$ cat config.mk
export PLATFORM = sky130hd
export DESIGN_NAME = qs_cmd_framer
export DESIGN_NICKNAME = d
export VERILOG_FILES = /design/src/rtl/qs_pkg.sv /design/src/rtl/qs_pkt_buf.sv /design/src/rtl/qs_cmd_framer.sv
export SDC_FILE = /design/constraint.sdc
export NUM_CORES = 1
export LEC_CHECK = 0
export BUFFER_PORTS_ARGS = -buffer_cell sky130_fd_sc_hd__buf_2
export CAP_MARGIN = 10
export CORE_MARGIN = 2
export CORE_UTILIZATION = 56
export DETAILED_ROUTE_END_ITERATION = 16
export GPL_TIMING_DRIVEN = 0
export MAX_ROUTING_LAYER = met4
export PLACE_DENSITY = 0.79
export SYNTH_ARGS = -nofsm -noshare
export SYNTH_HDL_FRONTEND = slang
export SYNTH_SLANG_ARGS = --single-unit
$ cat constraint.sdc
create_clock -name clk -period 2.2 [get_ports clk]
set_clock_uncertainty 0.1 [all_clocks]
set_input_delay 0.11 -clock clk [delete_from_list [all_inputs] [get_ports clk]]
set_output_delay 0.11 -clock clk [all_outputs]
set_load 0.005 [all_outputs]
$ cat src/rtl/qs_pkg.sv
// Shared types and header-field constants for the QS command framer.
// Header layout: [7] action, [6:5] reserved, [4:0] payload length.
package qs_pkg;

    typedef enum logic [1:0] {
        IDLE,
        LOAD,
        SEND,
        WAIT_RESP
    } state_t;

    localparam int ACT_BIT = 7;
    localparam int LEN_MSB = 4;
    localparam int LEN_LSB = 0;
    localparam int MAX_LEN = 31;

    // A header length is usable only if it is non-zero and fits the buffer.
    function automatic logic hdr_len_ok(input logic [LEN_MSB-LEN_LSB:0] len, input int depth);
        return (len != '0) && (int'(len) <= depth);
    endfunction

endpackage

$ cat src/rtl/qs_pkt_buf.sv
// Payload store for one packet: synchronous write, asynchronous read.
// The array is deliberately not reset; the pointers decide what is valid.
module qs_pkt_buf #(
    parameter int DEPTH = 16,
    parameter int AW    = (DEPTH > 1) ? $clog2(DEPTH) : 1
) (
    input  logic          clk,
    input  logic          wr_en,
    input  logic [AW-1:0] wr_addr,
    input  logic [7:0]    wr_data,
    input  logic [AW-1:0] rd_addr,
    output logic [7:0]    rd_data
);

    logic [7:0] mem [DEPTH];

    always_ff @(posedge clk) begin
        if (wr_en) begin
            mem[wr_addr] <= wr_data;
        end
    end

    assign rd_data = mem[rd_addr];

endmodule

$ cat src/rtl/qs_cmd_framer.sv
// Buffers one length-prefixed host packet, replays it to QS as a contiguous
// burst, then waits for the QS response (or a timeout) before the next one.
module qs_cmd_framer
    import qs_pkg::*;
#(
    parameter int DEPTH   = 16,
    parameter int TIMEOUT = 1024
) (
    input  logic       clk,
    input  logic       rst_n,
    input  logic       host_valid,
    input  logic [7:0] host_data,
    output logic       host_ready,
    output logic       in_valid,
    output logic [7:0] in_data,
    output logic       action,
    input  logic       out_valid,
    output logic       err
);

    localparam int PW = $clog2(DEPTH) + 1;
    localparam int AW = (DEPTH > 1) ? $clog2(DEPTH) : 1;
    localparam int TW = $clog2(TIMEOUT);
    localparam logic [TW-1:0] TO_LAST = TW'(TIMEOUT - 1);

    state_t state_reg, state_next;
    logic [PW-1:0] wr_ptr_reg, wr_ptr_next;
    logic [PW-1:0] rd_ptr_reg, rd_ptr_next;
    logic [PW-1:0] len_reg, len_next;
    logic          act_reg, act_next;
    logic [TW-1:0] to_cnt_reg, to_cnt_next;
    logic          ov_prev_reg;
    logic          in_valid_reg, in_valid_next;
    logic [7:0]    in_data_reg, in_data_next;
    logic          action_reg, action_next;
    logic          err_reg, err_next;

    logic                     host_xfer;
    logic                     buf_we;
    logic [AW-1:0]            buf_rd_addr;
    logic [7:0]               buf_rd_data;
    logic [LEN_MSB-LEN_LSB:0] hdr_len;
    logic [PW-1:0]            wr_ptr_inc;

    assign host_ready  = (state_reg == IDLE) || (state_reg == LOAD);
    assign host_xfer   = host_valid && host_ready;
    assign hdr_len     = host_data[LEN_MSB:LEN_LSB];
    assign wr_ptr_inc  = wr_ptr_reg + PW'(1);
    assign buf_rd_addr = (state_reg == SEND) ? rd_ptr_reg[AW-1:0] : '0;

    qs_pkt_buf #(
        .DEPTH (DEPTH),
        .AW    (AW)
    ) u_buf (
        .clk     (clk),
        .wr_en   (buf_we),
        .wr_addr (wr_ptr_reg[AW-1:0]),
        .wr_data (host_data),
        .rd_addr (buf_rd_addr),
        .rd_data (buf_rd_data)
    );

    always_comb begin
        state_next    = state_reg;
        wr_ptr_next   = wr_ptr_reg;
        rd_ptr_next   = rd_ptr_reg;
        len_next      = len_reg;
        act_next      = act_reg;
        to_cnt_next   = to_cnt_reg;
        in_valid_next = 1'b0;
        in_data_next  = 8'h00;
        action_next   = 1'b0;
        err_next      = 1'b0;
        buf_we        = 1'b0;

        case (state_reg)
            IDLE: begin
                if (host_xfer) begin
                    if (hdr_len_ok(hdr_len, DEPTH)) begin
                        len_next    = PW'(hdr_len);
                        act_next    = host_data[ACT_BIT];
                        wr_ptr_next = '0;
                        state_next  = LOAD;
                    end else begin
                        err_next = 1'b1;
                    end
                end
            end
            LOAD: begin
                if (host_xfer) begin
                    buf_we      = 1'b1;
                    wr_ptr_next = wr_ptr_inc;
                    // The first beat is launched on the same edge as the last write;
                    // for a one-byte packet that byte is still on host_data.
                    if (wr_ptr_inc == len_reg) begin
                        state_next    = SEND;
                        in_valid_next = 1'b1;
                        in_data_next  = (wr_ptr_reg == '0) ? host_data : buf_rd_data;
                        action_next   = act_reg;
                        rd_ptr_next   = PW'(1);
                    end
                end
            end
            SEND: begin
                if (rd_ptr_reg < len_reg) begin
                    in_valid_next = 1'b1;
                    in_data_next  = buf_rd_data;
                    action_next   = act_reg;
                    rd_ptr_next   = rd_ptr_reg + PW'(1);
                end else begin
                    to_cnt_next = '0;
                    state_next  = WAIT_RESP;
                end
            end
            WAIT_RESP: begin
                if (!out_valid && ov_prev_reg) begin
                    state_next = IDLE;
                end else if (to_cnt_reg == TO_LAST) begin
                    err_next   = 1'b1;
                    state_next = IDLE;
                end else begin
                    to_cnt_next = to_cnt_reg + TW'(1);
                end
            end
            default: state_next = IDLE;
        endcase
    end

    always_ff @(posedge clk or negedge rst_n) begin
        if (!rst_n) begin
            state_reg    <= IDLE;
            wr_ptr_reg   <= '0;
            rd_ptr_reg   <= '0;
            len_reg      <= '0;
            act_reg      <= 1'b0;
            to_cnt_reg   <= '0;
            ov_prev_reg  <= 1'b0;
            in_valid_reg <= 1'b0;
            in_data_reg  <= 8'h00;
            action_reg   <= 1'b0;
            err_reg      <= 1'b0;
        end else begin
            state_reg    <= state_next;
            wr_ptr_reg   <= wr_ptr_next;
            rd_ptr_reg   <= rd_ptr_next;
            len_reg      <= len_next;
            act_reg      <= act_next;
            to_cnt_reg   <= to_cnt_next;
            // Only response activity seen while waiting can form a falling edge.
            ov_prev_reg  <= (state_reg == WAIT_RESP) && out_valid;
            in_valid_reg <= in_valid_next;
            in_data_reg  <= in_data_next;
            action_reg   <= action_next;
            err_reg      <= err_next;
        end
    end

    assign in_valid = in_valid_reg;
    assign in_data  = in_data_reg;
    assign action   = action_reg;
    assign err      = err_reg;

endmodule

==> results.txt, run 1 <==
----------------------------------------------------
[Power and ir drop]
  Power Internal ... 7430 uW
  Portion of total power attributed to the clock network ... 24.9%
  Ratio of total power to cell area ... 1240 nW/um2
  Static leakage power ... 0.00341 uW
  Worst IR drop on VDD ... 698 uV
  Logic gate share of total power ... 41.6%
  Sw Pwr ... 4200 uW
  Reg power frac ... 33.5%
  Share of total power consumed by net switching ... 36.1%
  Overall Power ... 11600 uW

[Timing]
  PnR worst setup slack ... -0.148 ns
  Fmax ... 426 MHz
  Shortest period the worst path allows ... 2.35 ns
  Max-slew violation count ... 0
  Number of setup violations in the final report ... 42
  Final hold violations ... 0
  RSZ-0062 raised after global routing ... true
  Worst slew margin relative to its limit ... 39.9%
  Final hold slack ... 0.0365 ns
  Slew at the pin closest to its max-slew limit ... 0.901 ns
  Crit share post-route ... 107%

[Synthesis]
  Avg Synthesized Cell Area ... 13.5 um2
  Fraction of the yosys area taken by sequential cells ... 63.1%
  Prevailing post-synth register cell ... sky130_fd_sc_hd__edfxtp_1
  Number of enable flip-flop cells after synthesis ... 128
  Yosys warns ... 0
  Cell types with the largest area share after synthesis ... sky130_fd_sc_hd__edfxtp_1, sky130_fd_sc_hd__dfrtp_1, sky130_fd_sc_hd__mux2_2
  Synthesized area ... 7680 um2
  Cell accounting for the most synthesized area ... sky130_fd_sc_hd__edfxtp_1
  Async S/R FF share, synth ... 23.8%
  Gate count of the mapped netlist ... 567
  Mapped Nets ... 594
  Number of distinct standard cells referenced by the synthesized netlist ... 73
  Share of the synthesized area in the top cell type ... 50.1%
  Seq cells post-synth ... 168

[Global route]
  Sum of overflow across all layers after global routing ... 0
  Pin count of the biggest net entering global routing ... 41
  GRT Total Usage ... 27.5%
  Number of global-route vias before repair ... 5063
  Number of antenna violations at the first check in global routing ... 0
  Wire length of the first global-routing pass ... 28400 um

[Drt]
  Length of routed met3 wiring ... 1570 um
  Via count ... 5281
  Top layer reached by signal wires ... met4
  Average wire per cell in the routed design ... 23.1 um
  Wire length on met2 ... 9410 um
  Antenna viol nets, final ... 0
  Detailed router's first-iteration violation count ... 672
  Via-to-Cell Ratio ... 6.36
  DRC errors left ... 0
  Total routed wire length on the met1 layer ... 7360 um
  Detailed-routing iteration count for the pre-antenna-repair pass ... 5
  Aggregate routed wire length ... 19200 um

[Outcome]
  Violated checks ... negative setup slack
  Run status ... finished, violations left

[Placement]
  Half-perimeter wire length after placement ... 11800 um
  Number of input and output port buffers inserted ... 22
  Gpl congestion ... 0.972

[Worst setup path]
  Family with the most delay on the worst path ... compound AO/OA/AOI/OAI gates
  Endpoint arrival time on the critical path ... 2.54 ns
  Kind of critical path ... register to register
  Critical path's largest stage delay ... 0.41 ns
  Worst reg2reg path startpoint ... rd_ptr_reg[0]
  CP bufs+invs ... 2
  Cell-by-cell trace of the critical path ... buf_2 > buf_2 > mux4_2 > a221o_1 > o211ai_1 > o21ai_1
  Library cell appearing most often on the critical path ... sky130_fd_sc_hd__buf_2
  Internal reg-to-reg setup slack ... -0.15 ns
  Top fanout value on the critical path ... 10
  Worst Setup End Kind ... register
  Critical-path top delay cell ... sky130_fd_sc_hd__mux4_2
  Critical path required time ... 2.40 ns
  FF-to-FF path depth ... 6
  Startpoint of the most critical setup path ... rd_ptr_reg[0]
  Critical Path Source Type ... register
  Terminus of the critical flop-to-flop path ... in_data[4]

[Clock tree]
  Register clock-pin slew on the reported worst setup and hold paths ... 0.07 ns
  Number of levels the H-tree was split into ... 4
  TritonCTS clock tree ... built
  TritonCTS Buffers ... 17
  CTS max path bufs ... 2
  Clock Sinks ... 168
  Insertion delay to the later sink of the worst-skew pair ... 0.43 ns
  Clock root cell ... sky130_fd_sc_hd__clkbuf_16

[Min path]
  Min-delay worst type ... input port to register
  Worst Hold Depth ... 1
  Hold path startpoint ... host_data[0]
  End point of the worst hold path ... u_buf.mem[9][0]

[Final layout]
  Final net count ... 668
  Max reg flops ... 128
  Fraction of final layout cells with drive strength greater than 1 ... 32.6%
  Area overhead of the layout relative to synthesis ... 21.9%
  Count of inserted antenna diode cells ... 0

[Die]
  Number of placement rows ... 42
  Area of the die ... 14700 um2
  Die outline height ... 121 um
  Core Footprint ... 13300 um2
  Initial core utilization ... 57.7%
  Number of top-level design ports ... 24
  Die span in x ... 121 um

[Job]
  Number of maximum-capacitance constraint violations ... 0

----------------------------------------------------
stage by stage:
stage | TNS [ns] | instance area [um2] | setup slack [ns] | util, % | std cells
final | -1.32 | 9360 | -0.148 | 70.4 | 830
after global routing | -5.62 | 9360 | -0.138 | 70.4 | 830
after CTS | -7.55 | 9040 | -0.161 | 68.0 | 815
after detailed placement | -42.91 | 8020 | -0.938 | 60.3 | 767
after global placement | -40.69 | 8010 | -0.844 | 60.2 | 765
after floorplan | -1.05 | 7680 | -0.0327 | - | 567
worst max-delay path by stage:
stage | to | cells after the start | slack (ns)
after floorplan | u_buf.mem[0][0] | 5 | -0.03
after global placement | in_data[5] | 9 | -0.84
after detailed placement | in_data[5] | 9 | -0.94
after CTS | u_buf.mem[5][1] | 5 | -0.16
after global routing | u_buf.mem[10][7] | 5 | -0.14
final | in_data[4] | 6 | -0.15
area by class of cell:
cell class,instances,area [um2]
clock inverter,15,151
tap,176,220
timing repair buffer,56,459
clock buffer,17,425
buffer,30,225
sequential,168,4850
fill,831,3940
multi-input combinational,348,2950
inverter,20,75.1
cell families (layout without fill, tap and decap cells):
logic type	count (synthesis)	in the layout	synth area share (%)
mux	46	46	7.45
buf+inv	51	138	3.11
flops	168	168	63.1
xor+xnor	6	6	0.782
simple gates	145	145	10.1
compound gates	136	136	13.0
fa+ha+maj	15	15	2.44
placed cells by master, fill, tap and decap left out, types with 4 or more instances in the layout:
master,count
sky130_fd_sc_hd__edfxtp_1,128
sky130_fd_sc_hd__mux2i_1,14
sky130_fd_sc_hd__nand3b_1,6
sky130_fd_sc_hd__a221o_1,13
sky130_fd_sc_hd__nand2_1,28
sky130_fd_sc_hd__o21ai_0,21
sky130_fd_sc_hd__inv_2,4
sky130_fd_sc_hd__nand2b_1,16
sky130_fd_sc_hd__buf_4,27
sky130_fd_sc_hd__xnor2_1,4
sky130_fd_sc_hd__clkbuf_2,4
sky130_fd_sc_hd__nor2_4,9
sky130_fd_sc_hd__o21ai_2,4
sky130_fd_sc_hd__o211ai_1,8
sky130_fd_sc_hd__ha_1,12
sky130_fd_sc_hd__dfrtp_1,38
sky130_fd_sc_hd__mux4_2,6
sky130_fd_sc_hd__buf_6,6
sky130_fd_sc_hd__and2_1,7
sky130_fd_sc_hd__o21ai_1,5
sky130_fd_sc_hd__a21oi_1,13
sky130_fd_sc_hd__o22ai_1,14
sky130_fd_sc_hd__nor2_1,20
sky130_fd_sc_hd__o31ai_1,11
sky130_fd_sc_hd__nor2_2,5
sky130_fd_sc_hd__a31oi_1,6
sky130_fd_sc_hd__nor2b_1,9
sky130_fd_sc_hd__mux2_2,22
sky130_fd_sc_hd__nor3_4,6
sky130_fd_sc_hd__inv_1,16
sky130_fd_sc_hd__clkinv_2,5
sky130_fd_sc_hd__nand3_1,16
sky130_fd_sc_hd__dlygate4sd3_1,4
sky130_fd_sc_hd__buf_2,31
sky130_fd_sc_hd__buf_12,4
sky130_fd_sc_hd__clkbuf_16,17
routing by layer:
| layer | up-vias | track usage (%) |
|---|---|---|
| met5 | - | - |
| met4 | 0 | 11.1 |
| li1 | 2330 | - |
| met2 | 270 | 44.3 |
| met1 | 2598 | 34.6 |
| met3 | 83 | 5.40 |
Yosys cell counts, drive strengths merged, types with 4 or more instances:
master / instances
o211ai: 8
a21oi: 15
nor2b: 10
and2: 9
dfrtp: 40
clkbuf: 13
o22ai: 15
nand3: 17
edfxtp: 128
mux2i: 14
a31oi: 7
xnor2: 4
ha: 15
nand2b: 17
nand2: 32
nor3: 6
o221ai: 6
buf: 18
o21ai: 30
o31ai: 12
nand3b: 6
nor2: 34
mux4: 6
a221o: 13
inv: 20
mux2: 26
worst reg2reg max path, cell delays in order, from the launching register on:
cell and delay, ns:
sky130_fd_sc_hd__dfrtp_1 0.39, sky130_fd_sc_hd__buf_2 0.27, sky130_fd_sc_hd__buf_2 0.36, sky130_fd_sc_hd__mux4_2 0.42, sky130_fd_sc_hd__a221o_1 0.40, sky130_fd_sc_hd__o211ai_1 0.16, sky130_fd_sc_hd__o21ai_1 0.11
power groups by stage:
stage,clock network [uW],logic (uW),registers [uW]
after floorplan,0,2540,3910
after global placement,0,3420,3920
after detailed placement,0,3530,3940
after CTS,2900,4160,3890
after global routing,3050,5090,3930
final,2900,4830,3900
repair_timing:
| item | 4_1_cts | 5_1_grt |
|---|---|---|
| hold buffers | 4 | 0 |
| resized for setup | 73 | 47 |
| hold endpoints to repair | 67 | 0 |
| gates cloned | 1 | 1 |
| pin swaps | 18 | 16 |
| setup endpoints to repair | 154 | 132 |
| setup buffers | 12 | 14 |
Note: power is estimated with default switching activity, not from simulation.
==> inputs of run 2 (changes only) <==
--- a/config.mk
+++ b/config.mk
@@ -13,6 +13,7 @@
 export GPL_TIMING_DRIVEN = 0
 export MAX_ROUTING_LAYER = met4
 export PLACE_DENSITY = 0.79
+export RECOVER_POWER = 25
 export SYNTH_ARGS = -nofsm -noshare
 export SYNTH_HDL_FRONTEND = slang
 export SYNTH_SLANG_ARGS = --single-unit
==> results.txt, run 2 (same netlist as run 1, synthesis figures left out) <==
----------------------------------------------------
[Drt]
  Antenna viol nets, final ... 0 (unchanged)
  Detailed-routing iteration count for the pre-antenna-repair pass ... 12 (+7)
  Via-to-Cell Ratio ... 6.36 (about the same)
  Aggregate routed wire length ... 19100 um (-0.20%)
  Average wire per cell in the routed design ... 23.1 um (-0.20%)
  Via count ... 5280 (-0.019%)
  DRC errors left ... 0 (unchanged)
  Detailed router's first-iteration violation count ... 671 (-0.15%)

[Worst setup path]
  Cell-by-cell trace of the critical path ... buf_2 > buf_2 > mux4_2 > a221o_1 > o211ai_1 > o21ai_1
  Worst Setup EP ... in_data[4]
  Library cell appearing most often on the critical path ... sky130_fd_sc_hd__buf_2
  Terminus of the critical flop-to-flop path ... in_data[4]
  Family with the most delay on the worst path ... compound AO/OA/AOI/OAI gates
  Critical path required time ... 2.40 ns (about the same)
  Endpoint arrival time on the critical path ... 2.54 ns (about the same)
  Critical Path Source Type ... register
  Critical-path top delay cell ... sky130_fd_sc_hd__mux4_2
  Internal reg-to-reg setup slack ... -0.15 ns (about the same)
  Top fanout value on the critical path ... 10 (unchanged)
  CP bufs+invs ... 2 (unchanged)
  Total stage count of the critical path ... 6 (unchanged)
  Critical path's largest stage delay ... 0.41 ns (about the same)
  Worst Setup End Kind ... register
  Startpoint of the most critical setup path ... rd_ptr_reg[0]
  Kind of critical path ... register to register
  Worst reg2reg path startpoint ... rd_ptr_reg[0]
  FF-to-FF path depth ... 6 (unchanged)

[Clock tree]
  Clock Sinks ... 168 (unchanged)
  Number of levels the H-tree was split into ... 4 (unchanged)
  Register clock-pin slew on the reported worst setup and hold paths ... 0.06 ns (about the same)
  CTS max path bufs ... 2 (unchanged)
  TritonCTS Buffers ... 17 (unchanged)
  Insertion delay to the later sink of the worst-skew pair ... 0.43 ns (about the same)
  Clock root cell ... sky130_fd_sc_hd__clkbuf_16
  TritonCTS clock tree ... built

[Final layout]
  Final standard cell area without fillers ... 9350 um2 (about the same)
  Post-layout util ... 70.4% (about the same)
  Max reg flops ... 128 (unchanged)
  Fillers ... 830 (-0.12%)
  Area used by multi-input combinational logic ... 2950 um2 (unchanged)
  Area overhead of the layout relative to synthesis ... 21.8% (about the same)
  Seq. cell area ... 4850 um2 (unchanged)
  Fraction of final layout cells with drive strength greater than 1 ... 32.1% (-0.46 points)
  Final net count ... 668 (unchanged)
  Most frequent cells in the layout ... sky130_fd_sc_hd__edfxtp_1, sky130_fd_sc_hd__dfrtp_1, sky130_fd_sc_hd__buf_2, sky130_fd_sc_hd__nand2_1, sky130_fd_sc_hd__buf_4
  Most common library cell in the layout ignoring fill and taps ... sky130_fd_sc_hd__edfxtp_1
  Count of inserted antenna diode cells ... 0 (unchanged)

[Placement]
  Area post-placement ... 8020 um2 (unchanged)
  Half-perimeter wire length after placement ... 11800 um (unchanged)
  Pre-CTS setup slack ... -0.938 ns (unchanged)
  Number of input and output port buffers inserted ... 22 (unchanged)
  Gpl congestion ... 0.972 (unchanged)

[Global route]
  Wire length of the first global-routing pass ... 28400 um (unchanged)
  Number of antenna violations at the first check in global routing ... 0 (unchanged)
  Number of global-route vias before repair ... 5063 (unchanged)
  Pin count of the biggest net entering global routing ... 41 (unchanged)
  Sum of overflow across all layers after global routing ... 0 (unchanged)
  GRT Total Usage ... 27.5% (unchanged)

[Power and ir drop]
  Share of total power consumed by net switching ... 36.1% (about the same)
  Ratio of total power to cell area ... 1240 nW/um2 (about the same)
  Reg power frac ... 33.6% (about the same)
  Static leakage power ... 0.00340 uW (-0.24%)
  Logic gate share of total power ... 41.5% (about the same)
  Power Internal ... 7430 uW (about the same)
  Portion of total power attributed to the clock network ... 24.9% (about the same)
  Overall Power ... 11600 uW (about the same)
  Sw Pwr ... 4200 uW (-0.12%)
  Worst IR drop on VDD ... 698 uV (about the same)

[Timing]
  Fmax ... 426 MHz (+0.14%)
  RSZ-0062 raised after global routing ... true
  Final hold violations ... 0 (unchanged)
  Max-slew violation count ... 0 (unchanged)
  Worst slew margin relative to its limit ... 18.1% (-22 points)
  Number of setup violations in the final report ... 36 (-14%)
  Shortest period the worst path allows ... 2.35 ns (-0.00323 ns)
  Crit share post-route ... 107% (-0.15 points)
  Slew at the pin closest to its max-slew limit ... 1.23 ns (+0.328 ns)
  PnR worst setup slack ... -0.145 ns (+0.00323 ns)

[Die]
  Die outline height ... 121 um (unchanged)
  Initial core utilization ... 57.7% (unchanged)
  Die span in x ... 121 um (unchanged)
  Number of placement rows ... 42 (unchanged)
  Number of top-level design ports ... 24 (unchanged)
  Core Footprint ... 13300 um2 (unchanged)
  Area of the die ... 14700 um2 (unchanged)

[Min path]
  Min-delay worst type ... input port to register

[Outcome]
  Violated checks ... negative setup slack
  Run status ... finished, violations left

[Job]
  Number of maximum-capacitance constraint violations ... 0 (unchanged)

----------------------------------------------------
[run 2: per-stage QoR]
| stage | std cells | hold slack [ns] | TNS [ns] |
|---|---|---|---|
| floorplan | 567 | -0.286 | -1.05 |
| global placement | 765 | 0.165 | -40.69 |
| detailed placement | 767 | 0.178 | -42.91 |
| CTS | 815 | 0.0240 | -7.55 |
| global route | 830 | 0.0769 | -5.65 |
| finish | 830 | 0.0725 | -1.47 |
[run 2: power by group through the flow]
stage | Combinational, uW | Clock [uW] | Sequential, uW
floorplan | 2540 | 0 | 3910
global placement | 3420 | 0 | 3920
detailed placement | 3530 | 0 | 3940
CTS | 4160 | 2900 | 3890
global route | 5090 | 3050 | 3930
finish | 4830 | 2890 | 3900
[run 2: layer usage]
layer | vias up | track usage [%] | wire, um
met5 | - | - | 0
met2 | 269 | 44.3 | 9440
li1 | 2331 | - | -
met3 | 86 | 5.40 | 1510
met1 | 2594 | 34.6 | 7370
met4 | 0 | 11.1 | 822
[run 2: area by class of cell]
| class | instances | area share, % |
|---|---|---|
| tap | 176 | 2.35 |
| multi-input combinational | 348 | 31.6 |
| clock buffer | 17 | 4.55 |
| timing repair buffer | 56 | 4.87 |
| inverter | 20 | 0.803 |
| buffer | 30 | 2.41 |
| sequential | 168 | 51.8 |
| clock inverter | 15 | 1.62 |
[run 2: worst min-delay path by stage]
stage,start,to,slack (ns),depth (start not counted)
5_1_grt,host_data[3],u_buf.mem[10][3],0.08,1
2_1_floorplan,rst_n,act_reg,-0.29,0
3_3_place_gp,rst_n,wr_ptr_reg[0],0.17,1
3_5_place_dp,rst_n,wr_ptr_reg[1],0.18,1
6_report,host_data[3],u_buf.mem[10][3],0.07,1
4_1_cts,host_data[7],u_buf.mem[3][7],0.02,1
[run 2: timing repair]
item | 4_1_cts | 5_1_grt
gates resized for setup | 73 | 47
setup endpoints to repair | 154 | 132
hold endpoints to repair | 67 | 0
hold buffers | 4 | 0
gates cloned | 1 | 1
buffers inserted | 12 | 14
pin swaps | 18 | 16
[run 2: worst reg2reg max path: stages, from the launching register on]
cell,delay (ns)
sky130_fd_sc_hd__dfrtp_1,0.39
sky130_fd_sc_hd__buf_2,0.27
sky130_fd_sc_hd__buf_2,0.36
sky130_fd_sc_hd__mux4_2,0.42
sky130_fd_sc_hd__a221o_1,0.40
sky130_fd_sc_hd__o211ai_1,0.16
sky130_fd_sc_hd__o21ai_1,0.11
